--- src/rtl/exu_alu_sequencer.sv ---
// EXU ALU sequencer: owns the shared combinational ALU between IDU and WBU.
// Single-cycle ALU ops are passed through and registered. DIV/DIVU/REM/REMU
// run as a 32-step restoring division that borrows the ALU's unsigned SUB.
module exu_alu_sequencer #(
    parameter int unsigned XLEN      = 32,
    parameter int unsigned OPT_WIDTH = 13,
    parameter int unsigned DIV_ITERS = 32
) (
    input  logic                 clock,
    input  logic                 reset,
    input  logic                 in_valid,
    output logic                 in_ready,
    input  logic [OPT_WIDTH-1:0] in_opt,
    input  logic                 in_unsigned,
    input  logic                 in_mdu,
    input  logic [1:0]           in_mdu_op,
    input  logic [XLEN-1:0]      in_src1,
    input  logic [XLEN-1:0]      in_src2,
    output logic                 out_valid,
    input  logic                 out_ready,
    output logic [XLEN-1:0]      out_res,
    output logic                 out_carry,
    output logic [XLEN-1:0]      alu_src1,
    output logic [XLEN-1:0]      alu_src2,
    output logic [OPT_WIDTH-1:0] alu_opt,
    output logic                 alu_unsigned,
    input  logic [XLEN-1:0]      alu_res,
    input  logic                 alu_carry
);

    localparam int unsigned CNT_W = $clog2(DIV_ITERS);
    localparam logic [CNT_W-1:0]     CNT_LAST = CNT_W'(DIV_ITERS - 1);
    localparam logic [OPT_WIDTH-1:0] OPT_SUB  = OPT_WIDTH'(2);
    localparam logic [XLEN-1:0]      MIN_NEG  = {1'b1, {(XLEN-1){1'b0}}};

    typedef enum logic [1:0] {
        S_IDLE = 2'd0,
        S_DIV  = 2'd1,
        S_SIGN = 2'd2,
        S_DONE = 2'd3
    } state_t;

    state_t state;
    state_t state_next;

    logic [CNT_W-1:0] cnt;
    logic [XLEN-1:0]  dividend;
    logic [XLEN-1:0]  divisor;
    logic [XLEN-1:0]  rem;
    logic [XLEN-1:0]  quo;
    logic             quo_neg;
    logic             rem_neg;
    logic             sel_rem;

    logic             accept;
    logic             mdu_signed;
    logic             src1_neg;
    logic             src2_neg;
    logic [XLEN-1:0]  abs1;
    logic [XLEN-1:0]  abs2;
    logic             div_zero;
    logic             div_ovf;
    logic [CNT_W-1:0] bit_idx;
    logic [XLEN-1:0]  cand;
    logic             take;
    logic [XLEN-1:0]  quo_fix;
    logic [XLEN-1:0]  rem_fix;

    assign in_ready = (state == S_IDLE);
    assign accept   = in_valid & in_ready;

    // Operand decode at acceptance: signs, magnitudes and special cases
    always_comb begin
        mdu_signed = ~in_mdu_op[0];
        src1_neg   = mdu_signed & in_src1[XLEN-1];
        src2_neg   = mdu_signed & in_src2[XLEN-1];
        abs1       = src1_neg ? (-in_src1) : in_src1;
        abs2       = src2_neg ? (-in_src2) : in_src2;
        div_zero   = (in_src2 == '0);
        div_ovf    = mdu_signed & (in_src1 == MIN_NEG) & (in_src2 == '1);
    end

    // One restoring-division step: shift in the next dividend bit, trial-subtract
    always_comb begin
        bit_idx = CNT_LAST - cnt;
        cand    = {rem[XLEN-2:0], dividend[bit_idx]};
        take    = rem[XLEN-1] | ~alu_carry;
        quo_fix = quo_neg ? (-quo) : quo;
        rem_fix = rem_neg ? (-rem) : rem;
    end

    // State register
    always_ff @(posedge clock) begin
        if (reset) begin
            state <= S_IDLE;
        end else begin
            state <= state_next;
        end
    end

    // Next-state logic
    always_comb begin
        state_next = state;
        case (state)
            S_IDLE: begin
                if (accept) begin
                    if (!in_mdu || div_zero || div_ovf) begin
                        state_next = S_DONE;
                    end else begin
                        state_next = S_DIV;
                    end
                end
            end
            S_DIV: begin
                if (cnt == CNT_LAST) begin
                    state_next = S_SIGN;
                end
            end
            S_SIGN: state_next = S_DONE;
            S_DONE: begin
                if (out_ready) begin
                    state_next = S_IDLE;
                end
            end
            default: state_next = S_IDLE;
        endcase
    end

    // ALU port steering: mirror the IDU inputs except while dividing
    always_comb begin
        alu_src1     = in_src1;
        alu_src2     = in_src2;
        alu_opt      = in_opt;
        alu_unsigned = in_unsigned;
        if (state == S_DIV) begin
            alu_src1     = cand;
            alu_src2     = divisor;
            alu_opt      = OPT_SUB;
            alu_unsigned = 1'b1;
        end
    end

    // Datapath and result registers
    always_ff @(posedge clock) begin
        if (reset) begin
            cnt       <= '0;
            dividend  <= '0;
            divisor   <= '0;
            rem       <= '0;
            quo       <= '0;
            quo_neg   <= 1'b0;
            rem_neg   <= 1'b0;
            sel_rem   <= 1'b0;
            out_res   <= '0;
            out_carry <= 1'b0;
            out_valid <= 1'b0;
        end else begin
            out_valid <= (state_next == S_DONE);
            case (state)
                S_IDLE: begin
                    if (accept) begin
                        if (!in_mdu) begin
                            out_res   <= alu_res;
                            out_carry <= alu_carry;
                        end else if (div_zero) begin
                            out_res   <= in_mdu_op[1] ? in_src1 : '1;
                            out_carry <= 1'b0;
                        end else if (div_ovf) begin
                            out_res   <= in_mdu_op[1] ? '0 : MIN_NEG;
                            out_carry <= 1'b0;
                        end else begin
                            dividend <= abs1;
                            divisor  <= abs2;
                            quo_neg  <= src1_neg ^ src2_neg;
                            rem_neg  <= src1_neg;
                            sel_rem  <= in_mdu_op[1];
                            rem      <= '0;
                            quo      <= '0;
                            cnt      <= '0;
                        end
                    end
                end
                S_DIV: begin
                    rem <= take ? alu_res : cand;
                    quo <= {quo[XLEN-2:0], take};
                    cnt <= cnt + CNT_W'(1);
                end
                S_SIGN: begin
                    out_res   <= sel_rem ? rem_fix : quo_fix;
                    out_carry <= 1'b0;
                end
                default: ;
            endcase
        end
    end

endmodule
--- config.mk ---
export PLATFORM = sky130hd
export DESIGN_NAME = exu_alu_sequencer
export DESIGN_NICKNAME = d
export VERILOG_FILES = /design/src/rtl/exu_alu_sequencer.sv
export SDC_FILE = /design/constraint.sdc
export NUM_CORES = 1
export LEC_CHECK = 0
export CAP_MARGIN = 20
export CORE_MARGIN = 3
export CORE_UTILIZATION = 33
export DETAILED_ROUTE_END_ITERATION = 10
export GPL_TIMING_DRIVEN = 0
export HOLD_SLACK_MARGIN = 0.08
export SYNTH_ARGS = -nofsm -noshare
export SYNTH_HDL_FRONTEND = slang
export SYNTH_SLANG_ARGS = --single-unit
export TNS_END_PERCENT = 20
--- constraint.sdc ---
create_clock -name clock -period 4.9 [get_ports clock]
set_input_delay 0.49 -clock clock [delete_from_list [all_inputs] [get_ports clock]]
set_output_delay 0.49 -clock clock [all_outputs]
set_load 0.01 [all_outputs]
==> flow_metrics.tcl <==
set metrics [dict create \
    cts_root_buf "clkbuf_16" \
    cp-start-kind "register" \
    max_stage_delay_ns 0.63 \
    p_leak_nw 5.20 \
    place.gp.congestion 0.969 \
    yosysTopAreaCell "dfxtp_1" \
    drt_wl_total_um 49600 \
    cts.clk_slew.worst_paths_ns 0.08 \
    dieArea_mm2 0.0366 \
    path_buf_inv 2 \
    comb_power_share_pct 27.3 \
    synth_async_sr_flop_share_pct 0 \
    synthTopCellsByArea "dfxtp_1 30%, nand2_1 11%, nor2_1 6.7%" \
    synth_nets 1719 \
    ioPinCount 231 \
    final_cells 2284 \
    start_util_pct 33.6 \
    cp_max_fo 10 \
    dp_cells 2251 \
    finClkSkew_ns 0.0179 \
    period_needed_ns 4.19 \
    cp.arrival_ns 3.70 \
    grt_pass1_wl_um 73300 \
    grt_util_all_layers_pct 26.4 \
    worst_pin_slew_ns 0.984 \
    synth_compound_area_share_pct 23.2 \
    synthSimpleGateAreaFrac_pct 28.5 \
    nets 1948 \
    core_area_mm2 0.0337 \
    synth_edf_count 0 \
    critPathSlowestCell "buf_1" \
    synthesis.area_per_instance_um2 7.11 \
    crit_family "multiplexers" \
    utilization_pct 43.2 \
    synth_area_mm2 0.0113 \
    syn_inst 1594 \
    internal_power_mw 2.63 \
    synthXorXnorAreaFrac_pct 8.81 \
    criticalPathCategory "register to output port" \
    p_sw_share_pct 34.3 \
    p_seq_share_pct 38.3 \
    die_x_um 191 \
    grt_start_max_net_pins 17 \
    drive_above_1_share_pct 4.90 \
    powerDensity_mw_per_mm2 275 \
    hold_viol 0 \
    max-vdd-ir-drop_mv 0.229 \
    hold_path.class "input port to register" \
    cts_buffers 17 \
    drcViolationCount 0 \
    synth_top_family_by_area "simple AND/OR/NAND/NOR gates" \
    num_rows 67 \
    cpMostUsedCell "mux4_2" \
    grt_overflow 0 \
    end_kind "output port" \
    worstPathCellList "buf_1, mux4_2, mux4_2, mux2i_1, o21ai_0, clkdlybuf4s50_1" \
    ys_seq_area_share_pct 30.4 \
    cts_setup_buffers 0 \
    vias 12836 \
    grt_pass1_vias 11937 \
    postCtsHoldBufs 0 \
    yosysTopAreaCellShare_pct 30.4 \
    relSlewSlack_pct 34.4 \
    timing.fmax_mhz 239 \
    clock_latency_ns 0.45 \
    finalSetupTns_ns 0 \
    via_per_inst 5.62 \
    hpwlAfterDp_um 38600 \
    io_buffers 207 \
    clockPowerShare_pct 34.4 \
    ys_ff_latch 172 \
    setup_viol 0 \
    synth_fa_ha_area_share_pct 0.773 \
    diodes 0 \
    clkSinkCount 172 \
    syn2layout_area_growth_pct 28.4 \
    wl_per_cell_um 21.7 \
    htreeDepth 4 \
    muxShareOfSynthArea_pct 2.43 \
    yosys_warnings 0 \
    ys.flop_type "dfxtp_1" \
    period_share_pct 85.5 \
    die_y_um 191 \
    switching_power_mw 1.37 \
    synth_cell_type_count 67 \
    drt-initial-drc-count 1258 \
    ant_nets 0 \
    cts_tree "yes" \
    cts_buffer_depth 2 \
    slew_violations 0 \
    cts_resized 0 \
    antenna_found_initial 0 \
    drtPass1Iterations 6 \
    crit_required_ns 4.41 \
    regToRegSetupSlack_ns 1.49 \
    cap_viol_max_count 0 \
    rsz0062_at_grt "no" \
    status "completed" \
]
## flip-flops by register name, summed over array words and instances (netlist names)
register,cells
rem_neg,1
cnt,5
quo,32
out_res,32
out_carry,1
state,2
dividend,32
sel_rem,1
out_valid,1
rem,32
divisor,32
quo_neg,1
## area by class of cell
type / count / area (um^2)
fillers: 3575 / 19100
multi-input cells: 1255 / 7210
flip-flops and latches: 172 / 3440
repair buffers: 210 / 2090
plain buffers: 152 / 624
well taps: 448 / 561
clock buffers: 18 / 429
clock inverters: 14 / 138
inverters: 15 / 56.3
## power groups by stage
stage | logic [mW] | registers [mW] | clock network [mW]
finish | 1.09 | 1.53 | 1.38
global route | 1.18 | 1.54 | 1.45
CTS | 1.08 | 1.53 | 1.39
detailed placement | 1.08 | 1.56 | 0
global placement | 1.07 | 1.56 | 0
floorplan | 0.559 | 1.55 | 0
## cells by family after synthesis
logic type | count (synthesis)
muxes | 15
buffers and inverters | 167
AOI/OAI and AO/OA | 400
adders and majority gates | 7
xor gates and xnor gates | 114
and+or+nand+nor | 719
DFF | 172
## metrics by stage
step	setup WS (ns)	cell area [um^2]	hold WS [ns]	power, mW
CTS	0.689	14500	0.437	4.00
detailed placement	0.522	14000	0.448	2.64
finish	0.709	14600	0.452	4.00
global placement	0.195	14000	0.442	2.63
floorplan	2.05	11300	0.429	2.11
global route	0.542	14600	0.479	4.16
## worst register-to-register path, stage by stage (launching register included)
cell,delay (ns)
dfxtp_1,0.41
inv_1,0.10
ha_1,0.21
or3b_2,0.51
or4b_1,0.50
buf_2,0.19
o21ai_1,0.17
xor2_1,0.16
nor2_1,0.12
a2111oi_0,0.56
buf_2,0.25
a211oi_1,0.08
## cell usage in the layout (no fill, tap or decap), types with 5 or more instances in the layout
cell type	Yosys	layout
nor2_1	202	202
o21ai_0	63	63
nand3_1	8	8
a211oi_1	77	77
and3_1	11	11
dfxtp_1	172	172
clkdlybuf4s50_1	0	207
ha_1	7	7
xnor2_1	59	59
buf_2	23	24
nor3_1	34	34
nor2b_1	11	11
mux2i_1	5	5
mux4_2	10	10
a21oi_1	119	119
and2_1	12	12
clkbuf_16	0	17
nand2_1	323	323
or3_1	13	13
or4_1	16	16
o31ai_1	31	31
nand4_1	23	23
nor4_1	21	21
clkbuf_1	119	120
o211ai_1	19	19
nand2b_1	20	20
xor2_1	55	55
a31oi_1	7	7
o41ai_1	11	11
inv_1	14	14
a22oi_1	41	41
## metal layers
layer  GRT usage, %  wire [um]  up-vias
met5              0          0        -
met4           11.2       2140        0
met3           3.04       3820       99
met2           41.9      22200      625
met1           36.2      21500     6057
li1               -          -     6055
## worst paths after layout
path           startpoint           end  depth (start not counted)
max                cnt[0]   alu_src1[0]                          6
min           in_src2[20]   divisor[20]                          3
max reg2reg        quo[0]   out_res[18]                         11
min reg2reg  dividend[12]  dividend[12]                          2
## synth_stat cells, drive strengths merged, types with 3 or more instances
cell / instances
xor2: 55
or3: 13
inv: 14
and2: 12
o21ai: 65
a311oi: 4
and3: 11
nor3: 34
a22oi: 41
clkbuf: 121
nand3b: 4
o41ai: 14
nand2: 323
mux2i: 5
nand2b: 20
xnor2: 59
or4: 19
a31oi: 7
nor2: 202
nand3: 8
o31ai: 31
nor4: 24
ha: 7
buf: 31
a211oi: 78
nand4: 23
nor2b: 11
a21oi: 119
or2: 3
dfxtp: 172
o311ai: 3
a2111oi: 3
o211ai: 19
mux4: 10
o41a: 3
Power figures use the tool's default switching activity.
